[src/rtl/shift_reg_sequencer.sv]
// Command sequencer for a bidirectional shift register:
// serial load, rotate-by-N and clear over a valid/ready handshake.
module shift_reg_sequencer #(
  parameter int MSB   = 8,
  parameter int CNT_W = 4
) (
  input  logic             clk,
  input  logic             rst,
  input  logic             cmd_valid,
  output logic             cmd_ready,
  input  logic [1:0]       cmd_op,
  input  logic             cmd_dir,
  input  logic [CNT_W-1:0] cmd_count,
  input  logic [MSB-1:0]   cmd_data,
  output logic             sr_en,
  output logic             sr_dir,
  output logic             sr_circular,
  output logic             sr_d,
  output logic             sr_rstn,
  output logic             busy,
  output logic             done,
  output logic             err
);

  localparam logic [1:0] OP_SHIFT = 2'b00;
  localparam logic [1:0] OP_ROT   = 2'b01;
  localparam logic [1:0] OP_CLR   = 2'b10;
  localparam logic [1:0] OP_RSV   = 2'b11;

  localparam logic [CNT_W-1:0] SAT =
    (MSB < 2**CNT_W) ? CNT_W'(MSB) : '1;

  typedef enum logic [1:0] {
    IDLE,
    RUN,
    CLR,
    DONE
  } state_e;

  state_e           state_q;
  logic [CNT_W-1:0] step_q;
  logic [CNT_W-1:0] last_q;
  logic [MSB-1:0]   data_q;
  logic             rot_q;

  logic [CNT_W-1:0] n_d;
  logic             run_d;
  logic             is_shift;
  logic             is_rot;

  always_comb begin
    is_shift = (cmd_op == OP_SHIFT);
    is_rot   = (cmd_op == OP_ROT);
    n_d      = cmd_count;
    if (is_shift && (cmd_count > SAT)) begin
      n_d = SAT;
    end
    run_d = (is_shift || is_rot) && (n_d != '0);
  end

  // Data bits are consumed LSB first by shifting the latched copy right.
  always_ff @(posedge clk) begin
    if (rst) begin
      state_q     <= IDLE;
      step_q      <= '0;
      last_q      <= '0;
      data_q      <= '0;
      rot_q       <= 1'b0;
      cmd_ready   <= 1'b1;
      sr_en       <= 1'b0;
      sr_dir      <= 1'b0;
      sr_circular <= 1'b0;
      sr_d        <= 1'b0;
      sr_rstn     <= 1'b1;
      busy        <= 1'b0;
      done        <= 1'b0;
      err         <= 1'b0;
    end else begin
      done        <= 1'b0;
      err         <= 1'b0;
      sr_rstn     <= 1'b1;
      sr_en       <= 1'b0;
      sr_circular <= 1'b0;
      sr_d        <= 1'b0;
      unique case (state_q)
        IDLE: begin
          if (cmd_valid && cmd_ready) begin
            sr_dir    <= cmd_dir;
            cmd_ready <= 1'b0;
            busy      <= 1'b1;
            step_q    <= '0;
            last_q    <= n_d - CNT_W'(1);
            data_q    <= cmd_data >> 1;
            rot_q     <= is_rot;
            if (run_d) begin
              state_q     <= RUN;
              sr_en       <= 1'b1;
              sr_circular <= is_rot;
              sr_d        <= is_shift & cmd_data[0];
            end else if (cmd_op == OP_CLR) begin
              state_q <= CLR;
              sr_rstn <= 1'b0;
            end else begin
              state_q <= DONE;
              done    <= 1'b1;
              err     <= (cmd_op == OP_RSV);
            end
          end
        end
        RUN: begin
          if (step_q == last_q) begin
            state_q <= DONE;
            done    <= 1'b1;
          end else begin
            step_q      <= step_q + CNT_W'(1);
            sr_en       <= 1'b1;
            sr_circular <= rot_q;
            sr_d        <= ~rot_q & data_q[0];
            data_q      <= data_q >> 1;
          end
        end
        CLR: begin
          state_q <= DONE;
          done    <= 1'b1;
        end
        DONE: begin
          state_q   <= IDLE;
          cmd_ready <= 1'b1;
          busy      <= 1'b0;
        end
        default: state_q <= IDLE;
      endcase
    end
  end

endmodule

[config.mk]
export PLATFORM = sky130hd
export DESIGN_NAME = shift_reg_sequencer
export DESIGN_NICKNAME = d
export VERILOG_FILES = /design/src/rtl/shift_reg_sequencer.sv
export SDC_FILE = /design/constraint.sdc
export NUM_CORES = 1
export LEC_CHECK = 0
export ABC_CLOCK_PERIOD_IN_PS = 2100
export BUFFER_PORTS_ARGS = -buffer_cell sky130_fd_sc_hd__buf_2
export CAP_MARGIN = 10
export CORE_UTILIZATION = 54
export CTS_BUF_LIST = sky130_fd_sc_hd__clkbuf_8 sky130_fd_sc_hd__clkbuf_16
export DETAILED_ROUTE_END_ITERATION = 7
export PLACE_DENSITY = 0.78
export SETUP_SLACK_MARGIN = 0.2
export SLEW_MARGIN = 20
export SYNTH_ARGS = -nofsm -noshare
export SYNTH_HDL_FRONTEND = slang
export SYNTH_SLANG_ARGS = --single-unit
[constraint.sdc]
create_clock -name clk -period 2.1 [get_ports clk]
set_input_delay 0.315 -clock clk [delete_from_list [all_inputs] [get_ports clk]]
set_output_delay 0.315 -clock clk [all_outputs]
set_load 0.03 [all_outputs]
==> results.sh <==
export IMPL_status="finished, final reports clean"
export IMPL_finalClockSkew_ns=0.002621
export IMPL_synth_area_leaders="dfxtp_1, mux2i_1, ha_1, a2111oi_1, nor2_1"
export IMPL_rr_worst_depth=4
export IMPL_setup_viol=0
export IMPL_path_clk_slew_ns=0.09
export IMPL_rsz0062_at_grt="false"
export IMPL_htreeDepth=1
export IMPL_initial_core_util=0.5804
export IMPL_cts_tree="built"
export IMPL_r2r_slack_ns=0.33
export IMPL_worstHoldPathType="input port to flop"
export IMPL_synth_seq_cells=27
export IMPL_p_sw_uw=843.1
export IMPL_cts_setup_buffers=0
export IMPL_routedWlPerCell_um=13.96
export IMPL_antenna_found_initial=0
export IMPL_clkPwrFrac=0.147
export IMPL_min_period_ns=1.784
export IMPL_yosysTopAreaCell="dfxtp_1"
export IMPL_path_max_fanout=4
export IMPL_drive_gt1_frac=0.2670
export IMPL_switching_share=0.4121
export IMPL_slew_viol_final=0
export IMPL_yosysSeqAreaShare=0.3692
export IMPL_vias=1303
export IMPL_ys_async_sr_fraction=0
export IMPL_ios=27
export IMPL_power_frac_seq=0.371
export IMPL_synth_top_area_share=0.3692
export IMPL_yosysMostFrequentCell="dfxtp_1"
export IMPL_route_met3_wl_um=107
export IMPL_viasPerCell=5.896
export IMPL_die_w_um=54.07
export IMPL_rows=18
export IMPL_fin_tns_setup_ns=0
export IMPL_core_area_um2=2522
export IMPL_postRouteAntennaNets=0
export IMPL_insertion_delay_ns=0.28
export IMPL_area_growth_pct=17.18
export IMPL_place_congestion=0.8525
export IMPL_slew_headroom=0.6638
export IMPL_synth_cell_types=42
export IMPL_max_freq_mhz=560.5
export IMPL_power_internal_uw=1203
export IMPL_remaining_drc_errors=0
export IMPL_final_nets=216
export IMPL_cts_root_buffer="clkbuf_8"
export IMPL_track_usage=0.2384
export IMPL_post_synth_inst_count=162
export IMPL_cp_required_ns=2.29
export IMPL_grt_max_degree=31
export IMPL_drt_first_pass_iters=4
export IMPL_combPwrFrac=0.481
export IMPL_maxCapViolCount=0
export IMPL_endpoint_kind="flop"
export IMPL_power_uw=2046
export IMPL_hp_start="cmd_count[0]"
export IMPL_worstHoldPathCells=2
export IMPL_grt_pass1_vias=1165
export IMPL_period_share=0.8496
export IMPL_drtIter0Drc=32
export IMPL_grt_ovfl_total=0
export IMPL_synth_ff_type="dfxtp_1"
export IMPL_dieArea_um2=2923
export IMPL_yosys_top_cells_count="dfxtp_1, nor2_1, mux2i_1, nand2_1, a21oi_1"
export IMPL_io_buffers=26
export IMPL_cts_made_buffers=3
export IMPL_grt_pass1_wl_um=4988
export IMPL_highest_layer="met4"
export IMPL_whs_endpoint="last_q[0]$_SDFFE_PP0P_"
export IMPL_synth_edff_count=0
export IMPL_syn_area_um2=1464
export IMPL_yosys_warnings=0
export IMPL_wl_um=3085
export IMPL_r2r_start="step_q[1]$_SDFFE_PP0P_"
export IMPL_wl_met2_um=1570
export IMPL_antennaDiodeCount=0
export IMPL_cts_buffer_depth=2
export IMPL_cts_sinks=27
export IMPL_path_class="input port to flop"
export IMPL_dpl_hpwl_um=2257
export IMPL_hold_viol_final=0
export IMPL_p_leak_uw=0.0007101
export IMPL_tightest_slew_ns=0.5043
export IMPL_syn_area_per_cell_um2=9.036
export IMPL_fillCellCount=208
export IMPL_synth_net_count=186
export IMPL_drt_met1_wl_um=1338
export IMPL_p_per_area_nw_per_um2=1193
export IMPL_worstReg2RegEnd="data_q[4]$_SDFFE_PP0P_"
export IMPL_critPathLaunchType="input port"
export IMPL_arrival_ns=1.98
export IMPL_die_h_um=54.07
export IMPL_vdd_ir_drop_max_v=0.0008267
-- worst max path at each step --
stage / startpoint / cells after the start / slack, ns / to
final: cmd_op[1] / 7 / 0.32 / done$_SDFF_PP0_
after global routing: state_q[0]$_SDFFE_PP0P_ / 6 / 0.18 / data_q[3]$_SDFFE_PP0P_
after CTS: state_q[0]$_SDFFE_PP0P_ / 6 / 0.21 / step_q[1]$_SDFFE_PP0P_
after detailed placement: cmd_op[1] / 7 / 0.02 / done$_SDFF_PP0_
after global placement: cmd_op[1] / 7 / 0.16 / done$_SDFF_PP0_
after floorplan: cmd_op[1] / 6 / 0.24 / done$_SDFF_PP0_
-- layout make-up --
| class | instances | area [µm²] | area share |
|---|---|---|---|
| Multi-Input combinational cell | 121 | 878.3 | 0.5120 |
| Sequential cell | 27 | 540.5 | 0.3151 |
| Timing Repair Buffer | 35 | 197.7 | 0.1152 |
| Clock buffer | 3 | 41.29 | 0.02407 |
| Tap cell | 30 | 37.54 | 0.02188 |
| Inverter | 4 | 15.01 | 0.008753 |
| Clock inverter | 1 | 5.005 | 0.002918 |
-- critical path, stage by stage --
cell and delay, ns:
buf_2 0.10, or3b_2 0.50, nand2_1 0.10, ha_1 0.18, a21oi_1 0.09, or3_1 0.41
a311oi_2 0.28
-- routing by layer --
layer / GRT usage / vias up
met1: 0.2821 / 610
met4: 0.1282 / 0
met5: 0 / -
met3: 0.02825 / 7
met2: 0.4156 / 35
li1: - / 651
-- power groups by stage --
stage               clock [µW]  sequential [µW]  combinational, µW
floorplan                    0              811                679
global placement             0              760                924
detailed placement           0              770                953
CTS                        309              759                956
global route               324              780               1080
finish                     302              760                985
-- flip-flops by register name, indices dropped and copies added (netlist names) --
name         flops
data_q           7
last_q           4
step_q           4
state_q          2
busy             1
cmd_ready        1
done             1
err              1
rot_q            1
sr_circular      1
sr_d             1
sr_dir           1
sr_en            1
sr_rstn          1
-- cells by family (layout without fill, tap and decap cells) --
family | after synthesis | after routing | synth area share
AO/OA/AOI/OAI | 31 | 31 | 0.1590
XOR/XNOR | 5 | 5 | 0.02991
adder cells (fa/ha/maj) | 6 | 6 | 0.05128
buffers and inverters | 14 | 43 | 0.04615
flip-flops | 27 | 27 | 0.3692
multiplexers | 12 | 12 | 0.08205
AND/OR/NAND/NOR | 67 | 67 | 0.2624
-- placed cells by master (no fill, tap or decap), types with 4 or more instances in the layout --
cell type | netlist | routed
nor3b_1 | 5 | 5
a2111oi_1 | 5 | 5
nand2b_1 | 4 | 4
a21oi_1 | 9 | 9
inv_1 | 4 | 4
a211oi_1 | 4 | 4
buf_2 | 4 | 26
ha_1 | 6 | 6
xor2_1 | 5 | 5
nand3_1 | 5 | 4
nand2_1 | 12 | 12
dfxtp_1 | 27 | 27
nor3_1 | 8 | 8
nor2_1 | 13 | 12
mux2i_1 | 12 | 12
buf_4 | 1 | 9
-- what timing repair did --
item	4_1_cts	5_1_grt
endpoints found under the setup margin	0	11
resized for setup	0	5
hold buffers	0	0
-- through the flow --
stage                     utilization  instances  worst slack, ns  area (µm²)  hold slack (ns)
after CTS                      0.6711        221           0.2145        1693           0.2512
after global placement         0.6528        217           0.1559        1647           0.4448
after global routing           0.6801        221           0.1803        1715           0.2639
after floorplan                     -        162           0.2427        1464           0.4237
after detailed placement       0.6528        217          0.02366        1647           0.4530
final                          0.6801        221           0.3159        1715           0.2543
Power figures use the tool's default switching activity.
